===== src/rtl/morse_tx_serial.sv =====
// morse_tx_serial: FIFO-queued Morse transmitter for digits 0-9 with unit-timed keying.
// Build option MORSE_WORD_GAP_EN stretches the silence after the last queued character to 7 units.
module morse_tx_serial #(
  parameter int UNIT_CYCLES    = 4,
  parameter int DASH_UNITS     = 3,
  parameter int CHAR_GAP_UNITS = 3,
  parameter int DEPTH          = 4
) (
  input  logic       clock,
  input  logic       reset,
  input  logic [3:0] num,
  input  logic       num_valid,
  output logic       num_ready,
  output logic       key,
  output logic       ponto,
  output logic       traco,
  output logic       busy,
  output logic       err
);

  localparam int PTR_W = $clog2(DEPTH);
  localparam int LVL_W = PTR_W + 1;
  localparam int CNT_W = $clog2(DASH_UNITS * UNIT_CYCLES) + 1;

  localparam logic [CNT_W-1:0] DOT_LEN  = CNT_W'(UNIT_CYCLES - 1);
  localparam logic [CNT_W-1:0] DASH_LEN = CNT_W'(DASH_UNITS * UNIT_CYCLES - 1);
  localparam logic [CNT_W-1:0] CGAP_LEN = CNT_W'(CHAR_GAP_UNITS * UNIT_CYCLES - 1);
`ifdef MORSE_WORD_GAP_EN
  localparam logic [CNT_W-1:0] WGAP_LEN = CNT_W'((7 - CHAR_GAP_UNITS) * UNIT_CYCLES - 1);
`endif
  localparam logic [LVL_W-1:0] FULL_LVL = LVL_W'(DEPTH);

  typedef enum logic [2:0] {
    S_IDLE  = 3'd0,
    S_MARK  = 3'd1,
    S_SPACE = 3'd2,
    S_CGAP  = 3'd3
`ifdef MORSE_WORD_GAP_EN
    , S_WGAP = 3'd4
`endif
  } state_t;

  // 5-element code, MSB sent first, 1 = dot and 0 = dash.
  function automatic logic [4:0] code_of(input logic [3:0] d);
    logic [4:0] c;
    c = 5'b00000;
    case (d)
      4'd0:    c = 5'b00000;
      4'd1:    c = 5'b10000;
      4'd2:    c = 5'b11000;
      4'd3:    c = 5'b11100;
      4'd4:    c = 5'b11110;
      4'd5:    c = 5'b11111;
      4'd6:    c = 5'b01111;
      4'd7:    c = 5'b00111;
      4'd8:    c = 5'b00011;
      4'd9:    c = 5'b00001;
      default: c = 5'b00000;
    endcase
    return c;
  endfunction

  state_t             state_q, state_d;
  logic [CNT_W-1:0]   cnt_q, cnt_d;
  logic [4:0]         sh_q, sh_d;
  logic [2:0]         idx_q, idx_d;

  logic [3:0]         mem_q [DEPTH];
  logic [3:0]         mem_d [DEPTH];
  logic [PTR_W-1:0]   wr_ptr_q, wr_ptr_d;
  logic [PTR_W-1:0]   rd_ptr_q, rd_ptr_d;
  logic [LVL_W-1:0]   level_q, level_d;

  logic key_q, key_d;
  logic ponto_q, ponto_d;
  logic traco_q, traco_d;
  logic busy_q, busy_d;
  logic err_q, err_d;

  logic push;
  logic pop;
  logic fifo_empty;

  // Handshake: a digit transfers on any rising edge with num_valid & num_ready;
  // num_ready depends only on the FIFO level, never on num_valid or a same-cycle pop.
  assign fifo_empty = (level_q == '0);
  assign num_ready  = (level_q != FULL_LVL);

  always_comb begin
    push     = num_valid && num_ready && (num <= 4'd9);
    err_d    = num_valid && num_ready && (num > 4'd9);
    mem_d    = mem_q;
    wr_ptr_d = wr_ptr_q;
    rd_ptr_d = rd_ptr_q;
    level_d  = level_q;
    if (push) begin
      mem_d[wr_ptr_q] = num;
      wr_ptr_d        = wr_ptr_q + PTR_W'(1);
    end
    if (pop) begin
      rd_ptr_d = rd_ptr_q + PTR_W'(1);
    end
    case ({push, pop})
      2'b10:   level_d = level_q + LVL_W'(1);
      2'b01:   level_d = level_q - LVL_W'(1);
      default: level_d = level_q;
    endcase
  end

  always_comb begin
    state_d = state_q;
    cnt_d   = cnt_q;
    sh_d    = sh_q;
    idx_d   = idx_q;
    pop     = 1'b0;

    unique case (state_q)
      S_IDLE: begin
        if (!fifo_empty) begin
          pop     = 1'b1;
          sh_d    = code_of(mem_q[rd_ptr_q]);
          idx_d   = 3'd0;
          state_d = S_MARK;
        end
      end
      S_MARK: begin
        if (cnt_q == '0) begin
          state_d = (idx_q == 3'd4) ? S_CGAP : S_SPACE;
        end
      end
      S_SPACE: begin
        if (cnt_q == '0) begin
          sh_d    = {sh_q[3:0], 1'b0};
          idx_d   = idx_q + 3'd1;
          state_d = S_MARK;
        end
      end
      S_CGAP: begin
        // Popping on the last gap cycle keeps queued characters exactly one gap apart.
        if (cnt_q == '0) begin
          if (!fifo_empty) begin
            pop     = 1'b1;
            sh_d    = code_of(mem_q[rd_ptr_q]);
            idx_d   = 3'd0;
            state_d = S_MARK;
          end else begin
`ifdef MORSE_WORD_GAP_EN
            state_d = S_WGAP;
`else
            state_d = S_IDLE;
`endif
          end
        end
      end
`ifdef MORSE_WORD_GAP_EN
      S_WGAP: begin
        if (cnt_q == '0) begin
          state_d = S_IDLE;
        end
      end
`endif
      default: state_d = S_IDLE;
    endcase

    // Counter reloads on every state entry, otherwise counts down to zero.
    if (state_d != state_q) begin
      unique case (state_d)
        S_MARK:  cnt_d = sh_d[4] ? DOT_LEN : DASH_LEN;
        S_SPACE: cnt_d = DOT_LEN;
        S_CGAP:  cnt_d = CGAP_LEN;
`ifdef MORSE_WORD_GAP_EN
        S_WGAP:  cnt_d = WGAP_LEN;
`endif
        default: cnt_d = '0;
      endcase
    end else if (cnt_q != '0) begin
      cnt_d = cnt_q - CNT_W'(1);
    end

    key_d   = (state_q == S_MARK);
    ponto_d = (state_q == S_MARK) && sh_q[4];
    traco_d = (state_q == S_MARK) && !sh_q[4];
    busy_d  = (state_q != S_IDLE) || !fifo_empty;
  end

  always_ff @(posedge clock) begin
    if (reset) begin
      state_q  <= S_IDLE;
      cnt_q    <= '0;
      sh_q     <= '0;
      idx_q    <= '0;
      wr_ptr_q <= '0;
      rd_ptr_q <= '0;
      level_q  <= '0;
      key_q    <= 1'b0;
      ponto_q  <= 1'b0;
      traco_q  <= 1'b0;
      busy_q   <= 1'b0;
      err_q    <= 1'b0;
    end else begin
      state_q  <= state_d;
      cnt_q    <= cnt_d;
      sh_q     <= sh_d;
      idx_q    <= idx_d;
      wr_ptr_q <= wr_ptr_d;
      rd_ptr_q <= rd_ptr_d;
      level_q  <= level_d;
      key_q    <= key_d;
      ponto_q  <= ponto_d;
      traco_q  <= traco_d;
      busy_q   <= busy_d;
      err_q    <= err_d;
    end
  end

  // Storage needs no reset: entries are only read after being written.
  always_ff @(posedge clock) begin
    mem_q <= mem_d;
  end

  assign key   = key_q;
  assign ponto = ponto_q;
  assign traco = traco_q;
  assign busy  = busy_q;
  assign err   = err_q;

endmodule


===== config.mk =====
export PLATFORM = sky130hd
export DESIGN_NAME = morse_tx_serial
export DESIGN_NICKNAME = d
export VERILOG_FILES = /design/src/rtl/morse_tx_serial.sv
export SDC_FILE = /design/constraint.sdc
export NUM_CORES = 1
export LEC_CHECK = 0
export BUFFER_PORTS_ARGS = -buffer_cell sky130_fd_sc_hd__clkbuf_2
export CAP_MARGIN = 20
export CORE_UTILIZATION = 35
export CTS_CLUSTER_DIAMETER = 120
export DETAILED_ROUTE_END_ITERATION = 8
export GPL_TIMING_DRIVEN = 0
export MAX_ROUTING_LAYER = met4
export PLACE_DENSITY = 0.63
export REMOVE_ABC_BUFFERS = 1
export SYNTH_ARGS = -nofsm -noshare
export SYNTH_HDL_FRONTEND = slang
export SYNTH_SLANG_ARGS = --single-unit

===== constraint.sdc =====
create_clock -name clock -period 4.25 [get_ports clock]
set_input_delay 0.425 -clock clock [delete_from_list [all_inputs] [get_ports clock]]
set_output_delay 0.425 -clock clock [all_outputs]
set_load 0.02 [all_outputs]

==> impl_metrics.env, run 1 <==
export IMPL_min_from="num_valid"
export IMPL_finalSetupViolations=0
export IMPL_core_rowCount=28
export IMPL_drt_first_iter_violations=72
export IMPL_cts_resized=0
export IMPL_cts_sinks=44
export IMPL_clk_pin_slew_ns=0.07
export IMPL_synth_seq_area_share_pct=48.0
export IMPL_slew_viol_final=0
export IMPL_syn_to_final_growth_pct=8.43
export IMPL_start_kind="register"
export IMPL_cts_made_buffers=5
export IMPL_wl_um=3600
export IMPL_synth_edf_count=16
export IMPL_cellPowerDensity_nw_per_um2=598
export IMPL_ant_nets=0
export IMPL_crit_fanout=7
export IMPL_synth_seq_cells=44
export IMPL_crit_required_ns=4.46
export IMPL_drcViolationCount=0
export IMPL_core_area_um2=5960
export IMPL_cts_setup_buffers=0
export IMPL_maxCapViolations=0
export IMPL_min_path_type="input port to register"
export IMPL_synth_area_leader_cell="dfxtp_1"
export IMPL_status="finished, final reports clean"
export IMPL_syn_avg_cell_area_um2=11.0
export IMPL_rsz0062_at_grt="false"
export IMPL_fmax_ghz=0.318
export IMPL_finalCritPeriodShare_pct=73.9
export IMPL_grt_pass1_vias=1287
export IMPL_first_pass_iters=4
export IMPL_dp_hpwl_um=2570
export IMPL_worst_pin_slew_ns=0.572
export IMPL_yosys_warnings=0
export IMPL_synthDominantCellAreaShare_pct=25.9
export IMPL_root_buffer="clkbuf_8"
export IMPL_stdcell_count=282
export IMPL_synth_area_leaders="dfxtp_1 (26%), edfxtp_1 (22%), ha_1 (5.2%)"
export IMPL_async_flop_share_pct=0
export IMPL_die_h_um=80.7
export IMPL_critPathArrivalTime_ns=3.36
export IMPL_die_w_um=80.7
export IMPL_fin_skew_ns=0.00757
export IMPL_gp_congestion=0.799
export IMPL_postLayoutCellArea_um2=2350
export IMPL_grt_max_degree=27
export IMPL_start_util_pct=36.4
export IMPL_vias=1419
export IMPL_drive_gt1_share_pct=16.4
export IMPL_pin_count=13
export IMPL_min_period_ns=3.14
export IMPL_clockBufferDepth=2
export IMPL_placed_area_um2=2240
export IMPL_postCtsHoldBufs=0
export IMPL_crit_type="register to register"
export IMPL_worstSetupStartpoint="cnt_q[0]"
export IMPL_grt_overflow=0
export IMPL_cts_tree="built"
export IMPL_r2r_start="cnt_q[0]"
export IMPL_diodes=0
export IMPL_clock_latency_ns=0.29
export IMPL_dp_cells=274
export IMPL_dieArea_um2=6510
export IMPL_tns_ns=0
export IMPL_nNetsFinal=223
export IMPL_grt_pass1_wl_um=6020
export IMPL_ys_types=50
export IMPL_htree_num_levels=2
export IMPL_hold_violations=0
export IMPL_grt_total_usage_pct=12.6
export IMPL_wl_per_cell_um=12.8
export IMPL_p_leak_nw=0.860
export IMPL_synthCells=197
export IMPL_syn_area_um2=2170
export IMPL_viasPerCell=5.03
export IMPL_numPortBuffers=12
export IMPL_worstSetupEndpointType="register"
export IMPL_antenna_found_initial=0
export IMPL_relSlewSlack_pct=61.9
export IMPL_peakVddDrop_mv=0.239
export IMPL_synthFlopType="dfxtp_1"
==> power by group <==
part	switching, W	total [W]	internal (W)
clock	0.000132	0.000308	0.000176
combinational	0.000290	0.000520	0.000230
sequential	0.0000739	0.000578	0.000504
==> cells in the final DEF, fill, tap and decap left out, types with 3 or more instances in the layout <==
cell type / count
a21oi_1: 10
a22oi_1: 3
and2_1: 6
clkbuf_2: 12
clkbuf_8: 5
dfxtp_1: 28
edfxtp_1: 16
ha_1: 9
inv_1: 12
mux2i_1: 4
mux4_2: 4
nand2_1: 11
nand3_1: 4
nor2_1: 14
nor3_1: 11
nor4_1: 3
o21ai_0: 5
or2_2: 3
xnor2_1: 4
xor2_1: 4
==> synthesized netlist by cell type, drive strengths merged, types with 2 or more instances <==
master   instances
a2111oi          2
a211o            2
a21o             2
a21oi           10
a221oi           2
a22oi            3
and2             6
and3             2
buf              3
clkbuf           7
dfxtp           28
edfxtp          16
ha               9
inv             12
mux2             2
mux2i            4
mux4             4
nand2           11
nand3            4
nand3b           2
nor2            14
nor2b            2
nor3            14
nor4             3
o21ai            5
o31ai            2
or2              3
or3              2
xnor2            4
xor2             4
==> final cells by class <==
type / instances / area (um2)
clock inverters: 1 / 30.0
well taps: 75 / 93.8
fillers: 599 / 3610
inverters: 13 / 48.8
repair buffers: 12 / 60.1
flip-flops and latches: 44 / 1040
clock buffers: 7 / 76.3
multi-input cells: 130 / 1000
==> cell families after synthesis <==
family	count (synthesis)	share of synthesized area, %
buffers and inverters	23	5.83
muxes	10	7.04
adders and majority gates	10	6.12
xor gates and xnor gates	8	3.23
other	1	0.173
DFF	44	48.0
and+or+nand+nor	67	17.9
AOI/OAI and AO/OA	34	11.7
==> worst paths after layout <==
check / slack (ns) / cells past startpoint / to
worst max-delay path: 1.11 / 12 / level_q[2]
worst min-delay path: 0.35 / 3 / err
worst max register to register: 1.11 / 12 / level_q[2]
worst min register to register: 0.49 / 1 / traco
==> sequential cells by signal, indices dropped and copies added (netlist names) <==
name      cells
idx_q         3
cnt_q         5
sh_q          5
wr_ptr_q      2
ponto         1
key           1
err           1
busy          1
level_q       3
rd_ptr_q      2
traco         1
state_q       3
mem_q        16
==> worst max-delay path: stages, from the launching register on <==
cell and delay [ns]:
dfxtp_1 0.33, inv_1 0.09, ha_1 0.20, or4b_1 0.59, o21ai_0 0.27, nand2_1 0.12
clkinv_1 0.21, ha_1 0.23, inv_1 0.07, fa_1 0.37, xor2_1 0.15, or3_1 0.31
a21oi_1 0.14
==> metal layers <==
metal / vias up / track usage (%) / share of wire, % / routed length (um)
met1: 673 / 16.6 / 50 / 1810
met2: 22 / 18.7 / 45 / 1640
met4: 0 / 3.75 / 1.3 / 48
li1: 718 / - / - / -
met5: - / - / 0 / 0
met3: 6 / 3.75 / 3.1 / 113
==> stage by stage <==
step                util (%)  power [W]  worst slack [ns]  hold WS (ns)
floorplan                  -   0.000996              1.46         0.432
global placement        37.7    0.00110              1.15         0.498
detailed placement      37.7    0.00111              1.13         0.488
CTS                     39.5    0.00142              1.11         0.344
global route            39.5    0.00150             0.964         0.343
finish                  39.5    0.00141              1.11         0.351
No activity file was read; power rests on OpenSTA's default activity.
==> inputs of run 2 (changes only) <==
Clock period 4.25 ns to 3.11 ns, I/O delays scaled along.
==> run 2 against run 1 <==
  * Global-route usage hardly changed
  * Fmax grew 5.7%
  * Sequential share of layout area shrank 0.14 points
  * Final cell count unchanged
  * Non-clock buffer count unchanged
  * Utilization grew 0.13 points
  * Combinational power is 40% higher
  * Critical path depth stayed put
  * Critical endpoint unchanged
  * Largest cell class unchanged
  * Largest power group unchanged
  * Highest routed layer unchanged
==> impl_metrics.env, run 2 (synthesized netlist as in run 1, its figures left out) <==
export IMPL_seqPwrFrac_pct=40.8
export IMPL_dieArea_um2=6510
export IMPL_start_util_pct=36.4
export IMPL_top_regs="mem_q x16, cnt_q x5, sh_q x5"
export IMPL_largest_reg_flops=16
export IMPL_grt_overflow=0
export IMPL_clockBufferDepth=2
export IMPL_crit_type="register to register"
export IMPL_start_kind="register"
export IMPL_cts_made_buffers=5
export IMPL_swShare_pct=35.3
export IMPL_wl_per_cell_um=12.8
export IMPL_clock_latency_ns=0.29
export IMPL_crit_required_ns=3.32
export IMPL_die_w_um=80.7
export IMPL_htree_num_levels=2
export IMPL_slowest_delay_ns=0.53
export IMPL_cts_sinks=44
export IMPL_drive_gt1_share_pct=17.4
export IMPL_critPathArrivalTime_ns=3.19
export IMPL_postCtsHoldBufs=0
export IMPL_finalCritPeriodShare_pct=95.6
export IMPL_worstSetupEndpointType="register"
export IMPL_regMostFlops="mem_q"
export IMPL_layout_common_cells="dfxtp_1 (28), edfxtp_1 (16), nor2_1 (14)"
export IMPL_drt_first_iter_violations=79
export IMPL_ff2ff_path_depth=12
export IMPL_maxCapViolations=0
export IMPL_relSlewSlack_pct=61.2
export IMPL_worstPathCellList="inv_1, ha_1, or4b_4, o21ai_1, nand2_1, clkinvlp_4, ha_1, inv_1, fa_1, xor2_1, or3_1, a21oi_1"
export IMPL_diodes=0
export IMPL_crit_fanout=7
export IMPL_fin_skew_ns=0.00752
export IMPL_drcViolationCount=0
export IMPL_cts_tree="built"
export IMPL_slew_viol_final=0
export IMPL_hold_depth=3
export IMPL_combPwrFrac_pct=37.5
export IMPL_min_period_ns=2.97
export IMPL_grt_max_degree=27
export IMPL_core_area_um2=5960
export IMPL_vias=1410
export IMPL_grt_total_usage_pct=12.7
export IMPL_cellPowerDensity_nw_per_um2=823
export IMPL_clk_pin_slew_ns=0.07
export IMPL_root_buffer="clkbuf_8"
export IMPL_die_h_um=80.7
export IMPL_dp_hpwl_um=2570
export IMPL_viasPerCell=5.00
export IMPL_gp_congestion=0.799
export IMPL_status="finished, final reports clean"
export IMPL_first_pass_iters=4
export IMPL_core_rowCount=28
export IMPL_wl_um=3620
export IMPL_p_clk_share_pct=21.7
export IMPL_worst_pin_slew_ns=0.582
export IMPL_grt_pass1_vias=1291
export IMPL_rsz0062_at_grt="false"
export IMPL_numPortBuffers=12
export IMPL_pin_count=13
export IMPL_syn_to_final_growth_pct=8.78
export IMPL_fmax_ghz=0.336
export IMPL_holdWs_ns=0.238
export IMPL_peakVddDrop_mv=0.328
export IMPL_finalSetupViolations=0
export IMPL_final_common_cell="dfxtp_1"
export IMPL_grt_pass1_wl_um=6040
export IMPL_antenna_found_initial=0
export IMPL_rrSetupSlack_ns=0.14
export IMPL_hold_violations=0
export IMPL_nNetsFinal=223
export IMPL_slowest_stage="or4b_4"
export IMPL_min_path_type="input port to register"
export IMPL_p_leak_nw=0.858
export IMPL_internal_power_w=0.00125
export IMPL_placed_area_um2=2240
export IMPL_postLayoutCellArea_um2=2360
export IMPL_p_sw_w=0.000685
export IMPL_ant_nets=0
## run 2: changes by cell type in the layout (fill, tap and decap cells not counted), sizes merged
cell and change:
clkinv -1, clkinvlp +1
## run 2: worst paths after layout
| path | startpoint | to |
|---|---|---|
| max | cnt_q[0] | level_q[2] |
| min | num_valid | err |
| max reg2reg | cnt_q[0] | level_q[2] |
| min reg2reg | sh_q[4] | traco |
## run 2: per-layer routing
metal | global-route usage (%) | wire length (um) | vias up | share of wire, %
met5 | - | 0 | - | 0
met4 | 3.75 | 48 | 0 | 1.3
met3 | 3.75 | 118 | 6 | 3.3
met2 | 18.7 | 1620 | 19 | 45
met1 | 16.7 | 1830 | 667 | 51
li1 | - | - | 718 | -
## run 2: final cells by class
type | instances | area (um2)
Sequential cell | 44 | 1040
Inverter | 13 | 52.6
Clock buffer | 7 | 76.3
Clock inverter | 1 | 30.0
Multi-Input combinational cell | 130 | 1000
Fill cell | 599 | 3600
Timing Repair Buffer | 12 | 60.1
Tap cell | 75 | 93.8
## run 2: critical path, delay by kind of cell, from the launching register on
family	cells	cell delay [ns]
adders and majority gates	3	0.78
and+or+nand+nor	3	0.97
buffers and inverters	3	0.34
xor gates and xnor gates	1	0.15
AOI/OAI and AO/OA	2	0.33
DFF	1	0.33
## run 2: what timing repair did
item,CTS,global route
setup buffers,0,0
setup endpoints to repair,1,1
resized for setup,1,2
## run 2: power groups by stage
stage	registers [W]	clock network (W)	logic, W
2_1_floorplan	0.000792	0	0.000568
3_3_place_gp	0.000804	0	0.000705
3_5_place_dp	0.000805	0	0.000715
4_1_cts	0.000792	0.000433	0.000727
5_1_grt	0.000806	0.000455	0.000804
6_report	0.000791	0.000421	0.000726
## run 2: per-stage QoR
step	power (W)	TNS, ns	setup WS [ns]	utilization [%]	cells
detailed placement	0.00152	-0.0141	-0.0141	37.7	274
CTS	0.00195	0	0.0610	39.5	282
global placement	0.00151	0	0.00786	37.7	274
global route	0.00207	0	0.0100	39.6	282
finish	0.00194	0	0.136	39.6	282
floorplan	0.00136	0	0.324	-	187
